### src/rtl/note_sequencer.sv
// Song sequencer: walks a 1-cycle synchronous note ROM and times each note through an external delay block.
// All outputs are registered from next-state values except busy, which is decoded from the state register.
module note_sequencer #(
  parameter int WIDTH  = 11,
  parameter int NOTE_W = 4,
  parameter int ADDR_W = 6
) (
  input  logic                    clk,
  input  logic                    rst_n,
  input  logic                    start,
  input  logic                    stop,
  input  logic                    loop,
  output logic [ADDR_W-1:0]       rom_addr,
  input  logic [NOTE_W+WIDTH-1:0] rom_data,
  output logic [NOTE_W-1:0]       note,
  output logic                    note_valid,
  output logic [WIDTH-1:0]        duration,
  output logic                    delay_enabled,
  input  logic                    delay_active,
  output logic                    busy,
  output logic                    done
);

  typedef enum logic [2:0] {IDLE, FETCH, LOAD, PLAY, REST} state_t;

  state_t              state, state_nxt;
  logic [ADDR_W-1:0]   addr_nxt;
  logic [NOTE_W-1:0]   note_nxt;
  logic [WIDTH-1:0]    dur_nxt;
  logic                en_nxt, nv_nxt, done_nxt;
  logic [NOTE_W-1:0]   rom_note;
  logic [WIDTH-1:0]    rom_dur;

  assign rom_note = rom_data[NOTE_W+WIDTH-1:WIDTH];
  assign rom_dur  = rom_data[WIDTH-1:0];

  always_comb begin
    state_nxt = state;
    addr_nxt  = rom_addr;
    note_nxt  = note;
    dur_nxt   = duration;
    done_nxt  = 1'b0;
    case (state)
      IDLE: begin
        if (start) begin
          addr_nxt  = '0;
          state_nxt = FETCH;
        end
      end
      FETCH: state_nxt = LOAD;
      LOAD: begin
        note_nxt = rom_note;
        dur_nxt  = rom_dur;
        if (rom_dur == '0) begin
          // A marker at address 0 always ends the song, so an empty song cannot loop forever.
          if (loop && (rom_addr != '0)) begin
            addr_nxt  = '0;
            state_nxt = FETCH;
          end else begin
            done_nxt  = 1'b1;
            state_nxt = IDLE;
          end
        end else begin
          state_nxt = PLAY;
        end
      end
      PLAY: begin
        if (!delay_active) state_nxt = REST;
      end
      REST: begin
        addr_nxt  = rom_addr + ADDR_W'(1);
        state_nxt = FETCH;
      end
      default: state_nxt = IDLE;
    endcase
    if (stop) begin
      state_nxt = IDLE;
      addr_nxt  = '0;
      note_nxt  = '0;
      dur_nxt   = '0;
      done_nxt  = 1'b0;
    end
    en_nxt = (state_nxt == PLAY);
    nv_nxt = (state_nxt == PLAY) && (note_nxt != '0);
  end

  always_ff @(posedge clk or negedge rst_n) begin
    if (!rst_n) begin
      state         <= IDLE;
      rom_addr      <= '0;
      note          <= '0;
      duration      <= '0;
      delay_enabled <= 1'b0;
      note_valid    <= 1'b0;
      done          <= 1'b0;
    end else begin
      state         <= state_nxt;
      rom_addr      <= addr_nxt;
      note          <= note_nxt;
      duration      <= dur_nxt;
      delay_enabled <= en_nxt;
      note_valid    <= nv_nxt;
      done          <= done_nxt;
    end
  end

  assign busy = (state != IDLE);

endmodule

### config.mk
export PLATFORM = sky130hd
export DESIGN_NAME = note_sequencer
export DESIGN_NICKNAME = d
export VERILOG_FILES = /design/src/rtl/note_sequencer.sv
export SDC_FILE = /design/constraint.sdc
export NUM_CORES = 1
export LEC_CHECK = 0
export BUFFER_PORTS_ARGS = -buffer_cell sky130_fd_sc_hd__buf_2
export CAP_MARGIN = 20
export CORE_MARGIN = 3
export CORE_UTILIZATION = 44
export DETAILED_ROUTE_END_ITERATION = 16
export PLACE_DENSITY = 0.74
export REMOVE_ABC_BUFFERS = 1
export SLEW_MARGIN = 20
export SYNTH_ARGS = -nofsm -noshare
export SYNTH_HDL_FRONTEND = slang
export SYNTH_SLANG_ARGS = --single-unit
### constraint.sdc
create_clock -name clk -period 1.8 [get_ports clk]
set_input_delay 0.09 -clock clk [delete_from_list [all_inputs] [get_ports clk]]
set_output_delay 0.09 -clock clk [all_outputs]
set_load 0.005 [all_outputs]
==> results.py, run 1 <==
metrics = {
    "run_status": {
        "status": "finished, violations left",
        "violations": "setup timing",
    },
    "pwr": {
        "pwr-share-clk_pct": 21.7,
        "p_switching_uw": 377.9,
        "powerDensity_nw_per_um2": 630.3,
        "switching_share_pct": 30.11,
        "p_total_mw": 1.255,
        "leakagePower_nw": 0.9674,
        "p_int_uw": 876.9,
        "p_seq_share_pct": 52.1,
        "peakVddDrop_mv": 0.4309,
        "power_frac_comb_pct": 26.2,
    },
    "synthesis": {
        "syn_avg_cell_area_um2": 9.461,
        "yosysMostFrequentCell": "nand2_1",
        "synthTopCellsByCount": "nand2_1, dfrtp_1, a21oi_1",
        "synthCells": 146,
        "netlist_area_um2": 1381,
        "ys_types": 41,
        "synth_top_area_cell": "dfrtp_1",
        "synthTopCellsByArea": "dfrtp_1, nand2_1, a21oi_1, a31o_1, or3b_1",
        "synth-async-reset-ratio_pct": 100.0,
        "synth-seq-cells": 27,
        "synth_edf_count": 0,
        "yosys_warnings": 0,
        "synth_top_area_share_pct": 48.91,
        "synth_ff_type": "dfrtp_1",
        "yosysSeqAreaShare_pct": 48.91,
    },
    "route": {
        "dr.first_iter.drc_count": 99,
        "vias_per_cell": 5.274,
        "finalWirelength_um": 3697,
        "drc": 0,
        "wl_per_cell_um": 14.06,
        "detail-route-antenna-nets": 0,
        "dr.pass1.iters": 4,
        "vias": 1387,
    },
    "layout": {
        "final_core_util_pct": 69.20,
        "fin_area_um2": 1991,
        "final_cells": 263,
        "nets": 245,
        "drive_gt1_share_pct": 35.29,
        "area_growth_pct": 44.11,
        "antennaDiodeCount": 0,
    },
    "sta": {
        "slew_headroom_pct": 60.48,
        "layout_setup_ws_ns": -0.004629,
        "final.min_clock_period_ns": 1.805,
        "period_share_pct": 100.3,
        "whs_ns": 0.05294,
        "final-max-slew-violation-count": 0,
        "fin_skew_ns": 0.006208,
        "max_freq_mhz": 554.1,
        "finalHoldViolCount": 0,
        "fin_setup_tns_ns": -0.004629,
        "rsz0062_at_grt": "yes",
        "setup_violations": 1,
        "tightest_slew_ns": 0.5929,
    },
    "cts": {
        "cts_root_buffer": "clkbuf_4",
        "clock_sinks": 27,
        "cts_made_buffers": 3,
        "clockBufferDepth": 2,
        "cts_tree": "done",
        "insertion_delay_ns": 0.34,
        "path_clk_slew_ns": 0.15,
        "cts_max_level": 1,
    },
    "worst_setup_path": {
        "worstSetupPathType": "flop to flop",
        "cp.arrival_ns": 2.04,
        "slowest_delay_ns": 0.41,
        "cp-end-kind": "flop",
        "worstPathRequired_ns": 2.04,
        "critPathMaxFanout": 3,
        "cp-start-kind": "flop",
        "cpMaxStageDelayCell": "dfrtp_1",
        "path_cells": "inv_1 -> ha_1 -> or3b_4 -> or3_4 -> a311oi_4 -> nor2b_1",
        "r2r.worst_path.cells": 6,
    },
    "die": {
        "die_h_um": 62.03,
        "die_area_um2": 3848,
        "num_rows": 19,
        "ioPinCount": 46,
        "fp.dieW_um": 62.03,
        "initial_core_util_pct": 48.02,
        "core_um2": 2877,
    },
    "placed_design": {
        "hpwl_um": 2516,
        "port_buffers": 45,
        "post-place-cells": 240,
        "placed_area_um2": 1735,
        "gp_congestion": 0.9751,
        "pre_cts_slack_ns": -0.02410,
    },
    "grt": {
        "grt_max_degree": 28,
        "overflow": 0,
        "antenna_found_initial": 0,
        "grtUsageTotal_pct": 19.83,
        "grt_pass1_vias": 1300,
        "grt_first_pass_wirelength_um": 5644,
    },
    "worst_hold_path": {
        "hp-class": "input port to flop",
        "holdPathStages": 3,
    },
    "job": {
        "maxCapViolCount": 0,
    },
}
critical path: cells and delay by family (launching register included):
| family | cells | cell delay (ns) |
|---|---|---|
| compound gates | 1 | 0.29 |
| flops | 1 | 0.41 |
| buf+inv | 1 | 0.06 |
| fa+ha+maj | 1 | 0.13 |
| simple gates | 3 | 0.82 |
worst paths after layout:
check	from	endpoint	slack [ns]
setup / recovery	rom_addr[0]	state[0]	-0.005
hold / removal	rom_data[6]	done	0.05
setup reg to reg	rom_addr[0]	state[0]	-0.005
hold reg to reg	duration[2]	duration[2]	0.53
max in group asynchronous	rst_n	state[1]	1.12
min in group asynchronous	rst_n	state[2]	0.26
what timing repair did:
action	CTS	global route
endpoints found under the hold margin	44	0
hold buffers	18	0
resized for setup	1	6
pin swaps	2	1
buffers inserted	0	1
setup endpoints to repair	3	7
sequential cells by signal, indices dropped and copies added, names as in the netlist:
| register | count |
|---|---|
| note | 4 |
| duration | 11 |
| delay_enabled | 1 |
| done | 1 |
| rom_addr | 6 |
| note_valid | 1 |
| state | 3 |
layout by cell type (no fill, tap or decap), types with 2 or more instances in the layout:
cell	n
or4_1	2
buf_4	15
nor2_1	3
dlygate4sd3_1	18
buf_2	45
ha_1	2
a21oi_1	17
inv_1	6
or4_4	2
nand2_1	38
a31o_1	3
nand4_1	2
nor4_1	2
nor3_1	3
nand3_1	2
or3_1	2
clkbuf_4	3
or3b_1	2
dfrtp_1	26
logic make-up after synthesis:
family	Yosys count	share of synthesized area (%)
muxes	1	1.087
and+or+nand+nor	70	27.72
DFF	27	48.91
buffers and inverters	13	3.714
AOI/OAI and AO/OA	33	16.76
adders and majority gates	2	1.811
power groups by stage:
stage          clock network, mW  logic (mW)  registers [mW]
2_1_floorplan                  0       0.128           0.673
3_3_place_gp                   0       0.263           0.665
3_5_place_dp                   0       0.272           0.665
4_1_cts                    0.288       0.303           0.654
5_1_grt                    0.304       0.361           0.658
6_report                   0.272       0.328           0.654
layout make-up:
type,instances,area [µm²]
inverter,6,22.52
clock inverter,1,5.005
tap,42,52.55
timing repair buffer,78,518.0
fill,209,885.9
multi-input combinational,106,693.2
sequential,27,676.9
clock buffer,3,22.52
layer usage:
layer | vias up | GRT usage [%] | wire length [µm]
li1 | 667 | - | -
met1 | 669 | 26.10 | 1589
met2 | 41 | 32.54 | 1915
met3 | 10 | 1.860 | 123
met4 | 0 | 9.697 | 68
met5 | - | 0 | 0
Power figures use the tool's default switching activity.
==> inputs of run 2 (changes only) <==
--- a/config.mk
+++ b/config.mk
@@ -7,10 +7,8 @@
 export LEC_CHECK = 0
 export BUFFER_PORTS_ARGS = -buffer_cell sky130_fd_sc_hd__buf_2
 export CAP_MARGIN = 20
-export CORE_MARGIN = 3
-export CORE_UTILIZATION = 44
+export CORE_UTILIZATION = 30
 export DETAILED_ROUTE_END_ITERATION = 16
-export PLACE_DENSITY = 0.74
 export REMOVE_ABC_BUFFERS = 1
 export SLEW_MARGIN = 20
 export SYNTH_ARGS = -nofsm -noshare
==> results.py, run 2 (synthesis results as in run 1) <==
metrics = {
    "cts": {
        "cts_tree": "done",
        "clock_sinks": 27,
        "post-cts-setup-buffers": 0,
        "insertion_delay_ns": 0.27,
        "cts_root_buffer": "clkbuf_8",
        "clockBufferDepth": 2,
        "cts_max_level": 1,
        "path_clk_slew_ns": 0.10,
        "cts_made_buffers": 3,
    },
    "placed_design": {
        "gp_congestion": 0.8513,
        "hpwl_um": 2510,
        "post-place-cells": 252,
        "pre_cts_slack_ns": -0.06428,
        "placed_area_um2": 1763,
        "port_buffers": 45,
    },
    "route": {
        "dr_wl_met3_um": 197,
        "dr.first_iter.drc_count": 32,
        "drc": 0,
        "top_layer": "met4",
        "vias": 1290,
        "finalWirelength_um": 3399,
        "vias_per_cell": 5.000,
        "wl_met2_um": 1517,
        "wl_met1_um": 1662,
        "dr.pass1.iters": 4,
        "detail-route-antenna-nets": 0,
        "wl_per_cell_um": 13.17,
    },
    "worst_setup_path": {
        "crit_path_start": "rom_addr[0]",
        "cp.arrival_ns": 1.96,
        "cp-start-kind": "flop",
        "worstPathRequired_ns": 1.96,
        "r2r_start": "rom_addr[0]",
        "critPathMaxFanout": 3,
        "cp-end-kind": "flop",
        "worstSetupPathType": "flop to flop",
    },
    "grt": {
        "overflow": 0,
        "grt_max_degree": 28,
        "grt_first_pass_wirelength_um": 5651,
        "antenna_found_initial": 0,
        "grtUsageTotal_pct": 14.26,
        "grt_pass1_vias": 1194,
    },
    "sta": {
        "finalHoldViolCount": 0,
        "fin_setup_tns_ns": -0.006430,
        "final.min_clock_period_ns": 1.806,
        "slew_headroom_pct": 59.33,
        "final-max-slew-violation-count": 0,
        "layout_setup_ws_ns": -0.006430,
        "setup_violations": 1,
        "period_share_pct": 100.4,
        "max_freq_mhz": 553.6,
        "fin_skew_ns": 0.002699,
        "tightest_slew_ns": 0.6100,
        "rsz0062_at_grt": "yes",
        "whs_ns": 0.04756,
    },
    "die": {
        "core_um2": 4384,
        "num_rows": 24,
        "initial_core_util_pct": 31.51,
        "ioPinCount": 46,
        "die_h_um": 69.86,
        "die_area_um2": 4880,
        "fp.dieW_um": 69.86,
    },
    "layout": {
        "antennaDiodeCount": 0,
        "drive_gt1_share_pct": 38.35,
        "final_common_cell": "buf_2",
        "largest_reg_flops": 11,
        "area_growth_pct": 36.41,
        "final_core_util_pct": 42.98,
        "top_regs": "duration (11), rom_addr (6), note (4)",
        "final_cells": 258,
        "fin_area_um2": 1884,
        "regMostFlops": "duration",
        "mostFrequentLayoutCells": "buf_2, nand2_1, dfrtp_1, a21oi_1, buf_4",
        "nets": 230,
    },
    "job": {
        "maxCapViolCount": 0,
    },
    "run_status": {
        "status": "finished, violations left",
        "violations": "setup timing",
    },
    "worst_hold_path": {
        "worstHoldStart": "rom_data[5]",
        "hp-class": "input port to flop",
    },
    "pwr": {
        "p_total_mw": 1.307,
        "leakagePower_nw": 0.9088,
        "peakVddDrop_mv": 0.4128,
        "powerDensity_nw_per_um2": 693.4,
    },
}
## run 2: cell count changes in the layout (fill, tap and decap cells not counted)
cell | previous run | this run
a2111oi_2 | 1 | 0
a2111oi_4 | 0 | 1
clkinv_2 | 1 | 0
clkinvlp_4 | 0 | 1
buf_4 | 15 | 16
clkbuf_4 | 3 | 0
dlygate4sd3_1 | 18 | 2
clkbuf_8 | 0 | 3
## run 2: report_power, final
group          switching (mW)  internal [mW]
clock                   0.199          0.157
combinational           0.161          0.135
sequential             0.0196          0.634
## run 2: what timing repair did
item                                   CTS  global route
pin swaps                                1             1
endpoints found under the hold margin   28             0
hold buffers                             2             0
setup endpoints to repair                4             7
gates resized for setup                  4             4
## run 2: layout make-up
type,count,area [µm²]
well taps,52,65.06
inverters,6,22.52
fillers,438,2500
repair buffers,63,365.4
multi-input cells,106,705.7
flip-flops and latches,27,676.9
clock inverters,1,7.507
clock buffers,3,41.29
## run 2: layer usage
layer	vias to the layer above	global-route usage, %
li1	637	-
met1	618	19.87
met2	31	22.33
met3	4	4.040
met4	0	2.667
met5	-	0
## run 2: path summary, 6_finish.rpt
kind,slack (ns),depth (start not counted),endpoint
min in group asynchronous,0.35,2,rom_addr[0]
worst min-delay path,0.05,3,duration[5]
worst max-delay path,-0.006,6,note_valid
worst max register to register,-0.006,6,note_valid
max in group asynchronous,1.02,2,state[2]
worst min register to register,0.52,2,duration[5]
## run 2: critical path: stages (launching register included)
cell and delay, ns:
dfrtp_1 0.38, inv_1 0.07, ha_1 0.14, or3b_4 0.38, or3_4 0.37, a311oi_4 0.26
nor4_1 0.09
==> inputs of run 3 (changes only) <==
--- a/config.mk
+++ b/config.mk
@@ -10,6 +10,7 @@
 export CORE_UTILIZATION = 30
 export DETAILED_ROUTE_END_ITERATION = 16
 export REMOVE_ABC_BUFFERS = 1
+export SKIP_CTS_REPAIR_TIMING = 1
 export SLEW_MARGIN = 20
 export SYNTH_ARGS = -nofsm -noshare
 export SYNTH_HDL_FRONTEND = slang
==> results.py, run 3 (synthesis results as in run 1) <==
metrics = {
    "sta": {
        "rsz0062_at_grt": "yes",
        "max_freq_mhz": 556.0,
        "period_share_pct": 99.92,
        "finalHoldViolCount": 0,
        "setup_violations": 0,
        "whs_ns": 0.04565,
        "slew_headroom_pct": 59.27,
        "final.min_clock_period_ns": 1.799,
        "layout_setup_ws_ns": 0.001425,
        "tightest_slew_ns": 0.6109,
        "fin_skew_ns": 0.002699,
        "final-max-slew-violation-count": 0,
    },
    "layout": {
        "nets": 230,
        "largest_reg_flops": 11,
        "regMostFlops": "duration",
        "final_core_util_pct": 42.69,
        "mostFrequentLayoutCells": "buf_2, nand2_1, dfrtp_1, a21oi_1, buf_4",
        "antennaDiodeCount": 0,
        "top_regs": "duration (11), rom_addr (6), note (4)",
        "drive_gt1_share_pct": 38.35,
        "final_common_cell": "buf_2",
        "area_growth_pct": 35.51,
    },
    "cts": {
        "cts_root_buffer": "clkbuf_8",
        "cts_made_buffers": 3,
        "cts_max_level": 1,
        "clockBufferDepth": 2,
        "insertion_delay_ns": 0.27,
        "path_clk_slew_ns": 0.10,
        "clock_sinks": 27,
        "cts_tree": "done",
    },
    "die": {
        "ioPinCount": 46,
        "die_h_um": 69.86,
        "core_um2": 4384,
        "fp.dieW_um": 69.86,
        "die_area_um2": 4880,
        "num_rows": 24,
        "initial_core_util_pct": 31.51,
    },
    "pwr": {
        "powerDensity_nw_per_um2": 694.9,
        "peakVddDrop_mv": 0.4126,
        "pwr-share-clk_pct": 27.2,
        "p_total_mw": 1.301,
        "switching_share_pct": 28.76,
        "leakagePower_nw": 0.9087,
        "p_seq_share_pct": 50.3,
        "p_int_uw": 926.6,
        "p_switching_uw": 374.2,
        "power_frac_comb_pct": 22.5,
    },
    "worst_hold_path": {
        "hp-class": "input port to flop",
    },
    "worst_setup_path": {
        "cp.arrival_ns": 1.97,
        "worstSetupPathType": "flop to flop",
        "worstPathRequired_ns": 1.97,
        "critPathMaxFanout": 2,
        "cp-start-kind": "flop",
        "cp-end-kind": "flop",
    },
    "route": {
        "dr.pass1.iters": 4,
        "vias": 1280,
        "finalWirelength_um": 3325,
        "vias_per_cell": 4.961,
        "dr.first_iter.drc_count": 25,
        "detail-route-antenna-nets": 0,
        "drc": 0,
        "wl_per_cell_um": 12.89,
    },
    "placed_design": {
        "gp_congestion": 0.8513,
        "hpwl_um": 2510,
        "port_buffers": 45,
        "pre_cts_slack_ns": -0.06428,
    },
    "job": {
        "maxCapViolCount": 0,
    },
    "grt": {
        "overflow": 0,
        "grt_max_degree": 28,
        "grt_pass1_vias": 1163,
        "antenna_found_initial": 0,
        "grt_first_pass_wirelength_um": 5533,
        "grtUsageTotal_pct": 13.96,
    },
    "run_status": {
        "status": "finished, final reports clean",
    },
}
run 3: cell counts in the layout (fill, tap and decap cells not counted):
Identical to the previous run, type by type.
run 3: layout make-up:
type | instances | area (µm²)
inverter | 6 | 22.52
fill | 438 | 2512
sequential | 27 | 676.9
timing repair buffer | 63 | 365.4
multi-input combinational | 106 | 693.2
tap | 52 | 65.06
clock buffer | 3 | 41.29
clock inverter | 1 | 7.507
run 3: through the flow:
step | instances | area (µm²) | TNS [ns]
3_5_place_dp | 252 | 1763 | -0.1705
3_3_place_gp | 252 | 1763 | -0.02249
4_1_cts | 256 | 1812 | -0.2772
6_report | 258 | 1872 | 0
2_1_floorplan | 139 | 1353 | -0.01883
5_1_grt | 258 | 1872 | -0.3318
run 3: final timing paths:
check,cells past startpoint,to,slack (ns),from
max in group asynchronous,2,state[2],1.02,rst_n
min in group asynchronous,2,rom_addr[0],0.35,rst_n
max reg2reg,5,done,0.001,rom_addr[0]
min reg2reg,2,duration[5],0.52,duration[5]
max,5,done,0.001,rom_addr[0]
min,3,note[3],0.05,rom_data[14]
run 3: power by group through the flow:
stage               Clock, mW  Sequential, mW  Combinational [mW]
global placement            0           0.666               0.273
CTS                     0.370           0.654               0.276
floorplan                   0           0.673               0.128
detailed placement          0           0.666               0.275
finish                  0.354           0.654               0.293
global route            0.393           0.659               0.328
run 3: critical path: stages (launching register included):
cell and delay [ns]:
dfrtp_1 0.38, inv_1 0.07, ha_1 0.14, or3b_4 0.38, or3_4 0.37, a2111oi_2 0.36
run 3: per-layer routing:
| layer | global-route usage (%) | vias to the layer above | share of wire [%] | routed length [µm] |
|---|---|---|---|---|
| li1 | - | 637 | - | - |
| met1 | 19.87 | 609 | 49 | 1645 |
| met2 | 21.15 | 30 | 44 | 1464 |
| met3 | 4.185 | 4 | 5.9 | 197 |
| met4 | 2.667 | 0 | 0.57 | 19 |
| met5 | 0 | - | 0 | 0 |
